===== src/rtl/af_sweep_ctrl.sv =====
// Autofocus sweep sequencer: steps the VCM lens position across a range,
// measures one sharpness sample per step after settling, tracks the best
// position, then writes that best position back to the VCM.
module af_sweep_ctrl #(
    parameter logic [9:0]  POS_MIN       = 10'd0,
    parameter logic [9:0]  POS_MAX       = 10'd1023,
    parameter logic [9:0]  STEP          = 10'd64,
    parameter logic [3:0]  SETTLE_FRAMES = 4'd2,
    parameter logic [3:0]  VCM_MODE      = 4'h0,
    parameter logic [23:0] ACK_TIMEOUT   = 24'd5000000
) (
    input  logic        CLK_50,
    input  logic        RESET_N,
    input  logic        START,
    input  logic        ABORT,
    input  logic        FRAME_END,
    input  logic [31:0] FOCUS_VALUE,
    output logic [15:0] VCM_DATA,
    output logic        VCM_REQ,
    input  logic        VCM_ACK,
    output logic        BUSY,
    output logic        DONE,
    output logic [9:0]  BEST_POS,
    output logic [31:0] BEST_VALUE,
    output logic        TIMEOUT_ERR
);

    localparam int unsigned POS_W  = 10;
    localparam int unsigned SUM_W  = POS_W + 1;
    localparam int unsigned VAL_W  = 32;
    localparam int unsigned WORD_W = 16;
    localparam int unsigned TO_W   = 24;
    localparam int unsigned FRM_W  = 4;

    typedef enum logic [2:0] {
        S_IDLE,
        S_WRITE,
        S_WAIT_ACK,
        S_SETTLE,
        S_MEASURE,
        S_NEXT,
        S_FINAL_WRITE,
        S_FINAL_ACK
    } state_t;

    state_t              r_state;
    logic [POS_W-1:0]    r_pos;
    logic [POS_W-1:0]    r_best_pos;
    logic [VAL_W-1:0]    r_best_value;
    logic [WORD_W-1:0]   r_vcm_data;
    logic                r_vcm_req;
    logic                r_busy;
    logic                r_done;
    logic                r_timeout_err;
    logic [TO_W-1:0]     r_to_cnt;
    logic [FRM_W-1:0]    r_frm_cnt;

    logic [SUM_W-1:0]    w_sum;
    logic                w_frame;
    logic                w_to_hit;
    logic                w_settle_last;

    // VCM command word for a given lens position
    function automatic logic [WORD_W-1:0] vcm_word(input logic [POS_W-1:0] pos);
        return {2'b00, pos, VCM_MODE};
    endfunction

    // Next candidate position (one extra bit so overshoot is detectable)
    assign w_sum         = SUM_W'(r_pos) + SUM_W'(STEP);
    // A frame coinciding with an ACK is not counted
    assign w_frame       = FRAME_END & ~VCM_ACK;
    assign w_to_hit      = (r_to_cnt == ACK_TIMEOUT - TO_W'(1));
    assign w_settle_last = (r_frm_cnt == SETTLE_FRAMES - FRM_W'(1));

    // Sweep sequencer with registered outputs
    always_ff @(posedge CLK_50 or negedge RESET_N) begin
        if (!RESET_N) begin
            r_state       <= S_IDLE;
            r_pos         <= POS_MIN;
            r_best_pos    <= POS_MIN;
            r_best_value  <= '0;
            r_vcm_data    <= vcm_word(POS_MIN);
            r_vcm_req     <= 1'b0;
            r_busy        <= 1'b0;
            r_done        <= 1'b0;
            r_timeout_err <= 1'b0;
            r_to_cnt      <= '0;
            r_frm_cnt     <= '0;
        end else begin
            r_vcm_req <= 1'b0;
            r_done    <= 1'b0;
            if (ABORT && (r_state != S_IDLE)) begin
                r_state <= S_IDLE;
                r_busy  <= 1'b0;
            end else begin
                case (r_state)
                    S_IDLE: begin
                        if (START && !ABORT) begin
                            r_pos         <= POS_MIN;
                            r_best_pos    <= POS_MIN;
                            r_best_value  <= '0;
                            r_timeout_err <= 1'b0;
                            r_busy        <= 1'b1;
                            r_vcm_data    <= vcm_word(POS_MIN);
                            r_vcm_req     <= 1'b1;
                            r_state       <= S_WRITE;
                        end
                    end
                    S_WRITE: begin
                        r_to_cnt <= '0;
                        r_state  <= S_WAIT_ACK;
                    end
                    S_WAIT_ACK: begin
                        if (VCM_ACK) begin
                            r_frm_cnt <= '0;
                            r_state   <= S_SETTLE;
                        end else if (w_to_hit) begin
                            r_timeout_err <= 1'b1;
                            r_busy        <= 1'b0;
                            r_state       <= S_IDLE;
                        end else begin
                            r_to_cnt <= r_to_cnt + TO_W'(1);
                        end
                    end
                    S_SETTLE: begin
                        if (SETTLE_FRAMES == FRM_W'(0)) begin
                            r_state <= S_MEASURE;
                        end else if (w_frame) begin
                            if (w_settle_last) begin
                                r_state <= S_MEASURE;
                            end else begin
                                r_frm_cnt <= r_frm_cnt + FRM_W'(1);
                            end
                        end
                    end
                    S_MEASURE: begin
                        if (w_frame) begin
                            if (FOCUS_VALUE > r_best_value) begin
                                r_best_value <= FOCUS_VALUE;
                                r_best_pos   <= r_pos;
                            end
                            r_state <= S_NEXT;
                        end
                    end
                    S_NEXT: begin
                        if (w_sum > SUM_W'(POS_MAX)) begin
                            r_vcm_data <= vcm_word(r_best_pos);
                            r_vcm_req  <= 1'b1;
                            r_state    <= S_FINAL_WRITE;
                        end else begin
                            r_pos      <= w_sum[POS_W-1:0];
                            r_vcm_data <= vcm_word(w_sum[POS_W-1:0]);
                            r_vcm_req  <= 1'b1;
                            r_state    <= S_WRITE;
                        end
                    end
                    S_FINAL_WRITE: begin
                        r_to_cnt <= '0;
                        r_state  <= S_FINAL_ACK;
                    end
                    S_FINAL_ACK: begin
                        if (VCM_ACK) begin
                            r_done  <= 1'b1;
                            r_busy  <= 1'b0;
                            r_state <= S_IDLE;
                        end else if (w_to_hit) begin
                            r_timeout_err <= 1'b1;
                            r_busy        <= 1'b0;
                            r_state       <= S_IDLE;
                        end else begin
                            r_to_cnt <= r_to_cnt + TO_W'(1);
                        end
                    end
                    default: begin
                        r_busy  <= 1'b0;
                        r_state <= S_IDLE;
                    end
                endcase
            end
        end
    end

    assign VCM_DATA    = r_vcm_data;
    assign VCM_REQ     = r_vcm_req;
    assign BUSY        = r_busy;
    assign DONE        = r_done;
    assign BEST_POS    = r_best_pos;
    assign BEST_VALUE  = r_best_value;
    assign TIMEOUT_ERR = r_timeout_err;

endmodule


===== config.mk =====
export PLATFORM = sky130hd
export DESIGN_NAME = af_sweep_ctrl
export DESIGN_NICKNAME = d
export VERILOG_FILES = /design/src/rtl/af_sweep_ctrl.sv
export SDC_FILE = /design/constraint.sdc
export NUM_CORES = 1
export LEC_CHECK = 0
export ABC_AREA = 1
export CORE_UTILIZATION = 47
export CTS_CLUSTER_DIAMETER = 150
export DETAILED_ROUTE_END_ITERATION = 10
export GPL_ROUTABILITY_DRIVEN = 0
export GPL_TIMING_DRIVEN = 0
export PLACE_DENSITY = 0.73
export SYNTH_ARGS = -nofsm -noshare
export SYNTH_HDL_FRONTEND = slang
export SYNTH_SLANG_ARGS = --single-unit
export TNS_END_PERCENT = 50

===== constraint.sdc =====
create_clock -name CLK_50 -period 4.25 [get_ports CLK_50]
set_input_delay 1.0625 -clock CLK_50 [delete_from_list [all_inputs] [get_ports CLK_50]]
set_output_delay 1.0625 -clock CLK_50 [all_outputs]
set_load 0.02 [all_outputs]

### Word-level counts from Yosys, hierarchy flattened

Cells that the tools add are included.

| operators by class | value |
|---|---|
| add/sub/neg operators | 3 |
| multipliers | 0 |
| div/mod/pow operators | 0 |
| $lt $le $gt $ge | 2 |
| eq/ne operators | 24 |
| shifts and indexed selects | 0 |
| multiplexer cells | 46 |
| bitwise gates (word level) | 3 |
| reduce and logical (&&, ||, !) cells | 21 |

Operators with widths:

| operator | number |
|---|---|
| $mux 32 | 3 |
| $pmux 32 s2 | 1 |
| $mux 24 | 2 |
| $pmux 24 s2 | 1 |
| $mux 10 | 4 |
| $pmux 10 s2 | 2 |
| $gt 32x32->1 | 1 |
| $pmux 16 s2 | 1 |
| $mux 3 | 9 |
| $add 24x1->24 const B | 1 |
| $eq 24x23->1 const B | 1 |
| $pmux 3 s8 | 1 |
| $ne 2x2->1 const B | 9 |
| $mux 16 | 1 |
| $ne 3x3->1 const B | 5 |
| $reduce_and 5->1 | 3 |
| $mux 14 | 1 |
| $mux 1 | 13 |
| $eq 3x3->1 const B | 4 |
| $mux 4 | 3 |
| $reduce_and 4->1 | 3 |
| $add 10x7->11 const B | 1 |
| $gt 11x10->1 const B | 1 |
| $reduce_bool 2->1 | 5 |
| other kinds (17) | 23 |

| storage, ports and cells | value |
|---|---|
| bits in registers | 103 |
| bits in latches | 0 |
| bits in writable memories | 0 |
| ROM bits | 0 |
| input port bits | 38 |
| output and inout bits | 62 |
| word-level logic and storage cells | 110 |
| memories | 0 |

### Longest topological paths before layout

| depth | value |
|---|---|
| depth in word-level cells | 5 |
| depth in mapped cells | 19 |
| gate-level depth less buffers | 18 |

### Worst setup path after synthesis

No wires, ideal clock.

| timing path | value |
|---|---|
| kind | input -> register |
| from | in FOCUS_VALUE[15] |
| to | reg r_best_pos[6] (netlist: BEST_POS[6]) |
| library setup time | 66 ps |
| arrival | 2,545 ps |
| data required time | 4,184 ps |
| setup slack | 1,639 ps |
| cell stages on the path | 12 |
| buffers on the path | 1 |
| cell sequence | ha_1 nand2_1 nor3_1 nand2_1 nand2_1 nand2_1 nand2_1 nand2_1 nand2_1 clkbuf_1 nand3_1 nand2_1 |

| between the ends | value |
|---|---|
| word-level cells in the longest chain between the ends | 3 |

Ends and longest elaborated chain:

| item | line | source |
|---|---|---|
| start: declaration | 17 | `input logic [31:0] FOCUS_VALUE,` |
| $gt 32x32->1 | 138 | `if (FOCUS_VALUE > r_best_value) begin` |
| $ne 2x2->1 (no source line) | n/a |  |
| $reduce_and 5->1 (no source line) | n/a |  |
| end signal: assignment | 140 | `r_best_pos <= r_pos;` |
| end: declaration | 48 | `logic [POS_W-1:0] r_best_pos;` |

No other way between the ends.
A chain may end at the register's enable or synchronous reset.

### Worst setup path after layout

| timing path | value |
|---|---|
| from | in FOCUS_VALUE[23] |
| to | reg r_best_pos[9] (netlist: BEST_POS[9]) |

The elaborated chain is that of the path after synthesis.

==> impl_metrics.py <==
metrics = {
    "yosys": {
        "synth_area_leader_cell": "dfrtp_1",
        "synth_top_area_share_pct": 36.88,
        "yosys.area_share.simple_pct": 32.50,
        "synth_cells": 770,
        "yosys.area_share.adder_pct": 8.529,
        "synth_compound_area_share_pct": 6.109,
        "synth_edf_count": 0,
        "synth_area_um2": 5428,
        "synth-seq-cells": 80,
        "synth.yosys.warnings": 0,
        "ys_async_sr_fraction_pct": 100.0,
        "synth-xor-area-share_pct": 3.389,
        "synth_top_family_by_area": "simple AND/OR/NAND/NOR gates",
        "synthTopCellsByArea": "dfrtp_1, nand2_1, ha_1",
        "synth-main-ff-cell": "dfrtp_1",
        "syn_area_per_cell_um2": 7.049,
        "muxShareOfSynthArea_pct": 0.1844,
        "synth-seq-area-share_pct": 36.88,
        "ys_types": 36,
    },
    "finish": {
        "drive_gt1_share_pct": 6.441,
        "antenna_cells": 0,
        "final_nets": 955,
        "fin_area_um2": 6855,
        "syn_to_final_growth_pct": 26.30,
        "fin_util_pct": 62.15,
    },
    "setup_path": {
        "critPathBufInv": 2,
        "crit_type": "in2reg",
        "cp-start-kind": "input pin",
        "max_stage_delay_ns": 0.44,
        "crit_family": "simple AND/OR/NAND/NOR gates",
        "r2r_cells": 13,
        "reg2reg_from": "BEST_VALUE[23]$_DFFE_PN0P_",
        "arrival_ns": 3.50,
        "cp_common_cell": "nand2_1",
        "path_cells": "clkdlybuf4s50_1 -> ha_1 -> nand2_1 -> nor2_1 -> nand4_1 -> nor2_1 -> nand2_1 -> nand2_1 -> nand2_1 -> nand2_1 -> clkbuf_1 -> nand3_1 -> nand2_1",
        "critPathSlowestCell": "clkdlybuf4s50_1",
        "cp-endpoint": "BEST_POS[9]$_DFFE_PN0P_",
        "worst-path-stages": 13,
        "path_max_fanout": 10,
        "setup.worst_path.end_class": "flip-flop",
        "critPathRequiredTime_ns": 4.53,
        "worstSetupStartpoint": "FOCUS_VALUE[23]",
        "reg2reg_setup_slack_ns": 1.79,
        "r2r_end": "BEST_POS[9]$_DFFE_PN0P_",
    },
    "power_and_ir_drop": {
        "leakagePower_nw": 3.345,
        "p_int_mw": 1.722,
        "power_density_nw_per_um2": 400.0,
        "sequentialPowerShare_pct": 32.9,
        "switching_share_pct": 37.21,
        "power.share.clock_pct": 30.3,
        "comb_power_share_pct": 36.8,
        "vdd_drop_max_mv": 0.3014,
        "p_sw_mw": 1.020,
    },
    "global_routing": {
        "grt_pass1_wl_mm": 22.70,
        "grt_max_degree": 45,
        "grt_pass1_vias": 4841,
        "track_usage_pct": 24.48,
        "gr-total-overflow": 0,
        "antenna_found_initial": 0,
    },
    "placed_design": {
        "io_buffers": 87,
        "place_area_um2": 6540,
        "dp_hpwl_mm": 10.24,
        "dp_slack_ns": 0.7141,
    },
    "floorplan": {
        "die_h_um": 109.5,
        "core_um2": 11030,
        "start_util_pct": 49.21,
        "die-width_um": 109.5,
        "fp-row-count": 38,
        "pin_count": 100,
        "die_area_um2": 11980,
    },
    "cts": {
        "clock_latency_ns": 0.34,
        "cts_hold_buf": 0,
        "root_buffer": "clkbuf_16",
        "clock_path_buffers": 2,
        "cts_buffers": 9,
        "post_cts_buffers": 0,
        "cts_tree": "yes",
        "clock-sinks": 80,
        "path_clk_slew_ns": 0.06,
        "cts_max_level": 3,
        "cts-resized-gates": 0,
    },
    "timing": {
        "setup_ws_ns": 1.028,
        "finalHoldViolCount": 0,
        "fmax_ghz": 0.3103,
        "setup_viol": 0,
        "slew_viol_final": 0,
        "fin_crit_sh_pct": 75.82,
        "slew_headroom_pct": 60.04,
        "rsz0062_at_grt": "false",
        "worstMarginPinSlew_ns": 0.5975,
        "period_minus_slack_ns": 3.222,
        "fin_worst_skew_ns": 0.009347,
    },
    "routing": {
        "drt_wl_total_mm": 13.59,
        "vias": 5239,
        "wire_per_inst_um": 13.26,
        "drt_iter0_markers": 287,
        "drc": 0,
        "dr.pass1.iters": 8,
        "detail_route.vias_per_cell": 5.111,
        "ant_nets": 0,
    },
    "worst_hold_path": {
        "min_path_type": "reg2reg",
    },
    "flow_run": {
        "drv_cap": 0,
    },
    "run_status": {
        "status": "finished clean",
    },
}
==> power groups by stage <==
stage	Clock, mW	Combinational (mW)	Sequential (mW)
after floorplan	0	0.621	0.949
final	0.832	1.01	0.902
after detailed placement	0	1.00	0.913
after global placement	0	0.976	0.909
after CTS	0.847	1.01	0.901
after global routing	0.881	1.12	0.911
==> sequential cells by signal, summed over array words and instances, names as in the netlist <==
signal and cells:
TIMEOUT_ERR 1, BEST_POS 4, r_pos 4, BUSY 1
r_to_cnt 24, BEST_VALUE 32, VCM_DATA 5, VCM_REQ 1
r_frm_cnt 4, DONE 1, r_state 3
==> cells by family after synthesis <==
kind of cell / Yosys count
xor+xnor: 21
fa+ha+maj: 37
flops: 80
other cells: 1
compound gates: 57
buf+inv: 151
simple gates: 422
mux: 1
==> worst register-to-register path, delay by kind of cell (launching register included) <==
family,cells,cell delay (ns)
buffers and inverters,2,0.47
adder cells (fa/ha/maj),1,0.28
flip-flops,1,0.38
AND/OR/NAND/NOR,10,1.25
==> worst min-delay path by stage <==
stage	startpoint	end	slack, ns	depth (start not counted)
finish	BEST_VALUE[8]$_DFFE_PN0P_	BEST_VALUE[8]$_DFFE_PN0P_	0.49	2
global route	BEST_VALUE[17]$_DFFE_PN0P_	BEST_VALUE[17]$_DFFE_PN0P_	0.51	2
CTS	BEST_VALUE[8]$_DFFE_PN0P_	BEST_VALUE[8]$_DFFE_PN0P_	0.50	2
detailed placement	VCM_DATA[11]$_DFFE_PN0P_	VCM_DATA[11]$_DFFE_PN0P_	0.48	2
global placement	BEST_VALUE[7]$_DFFE_PN0P_	BEST_VALUE[7]$_DFFE_PN0P_	0.48	2
floorplan	r_to_cnt[1]$_DFFE_PN0P_	r_to_cnt[1]$_DFFE_PN0P_	0.47	2
==> Yosys cell counts, types with 2 or more instances <==
cell type and number:
a21oi_1 18, buf_6 3, a31oi_1 2, nand3_1 64
o21ai_0 25, o22ai_1 4, nand2_1 217, xor2_1 16
nor2_1 103, nor4_1 2, inv_2 7, buf_2 4
buf_4 20, inv_1 110, nor2_4 2, clkbuf_1 6
nand4_1 13, xnor2_1 5, nor3_1 14, ha_1 37
dfrtp_1 80, o31ai_1 3, nand3b_1 2
==> stage by stage <==
step	hold WS [ns]	total power, mW	cells	setup TNS (ns)
CTS	0.4962	2.756	1025	0
global placement	0.4772	1.885	1008	-71.06
global route	0.5143	2.916	1025	0
finish	0.4931	2.742	1025	0
floorplan	0.4745	1.570	781	0
detailed placement	0.4770	1.914	1009	0
==> layout make-up <==
class                      instances  area (um^2)
buffer                            34        230.2
clock buffer                      13        250.2
clock inverter                     3        65.06
fill                             985         4175
inverter                         117        439.2
multi-input combinational        550         2798
sequential                        80         2002
tap                              140        175.2
timing repair buffer              88        895.9
==> layout by cell type, fill, tap and decap left out, drive strengths merged, types with 15 or more instances in the layout <==
cell	count
clkdlybuf4s50	86
nor3	15
ha	37
nor2	105
a21oi	19
nand2	219
o21ai	26
inv	117
clkbuf	19
nand3	64
dfrtp	80
xor2	16
buf	30
==> metal layers <==
layer  GRT usage (%)  vias to the layer above  share of wire (%)
li1                -                     2603                  -
met1           32.54                     2417                 44
met2           39.04                      185                 47
met3           4.090                       34                6.0
met4           11.33                        0                2.7
met5               0                        -                  0
No activity file was read; power rests on OpenSTA's default activity.
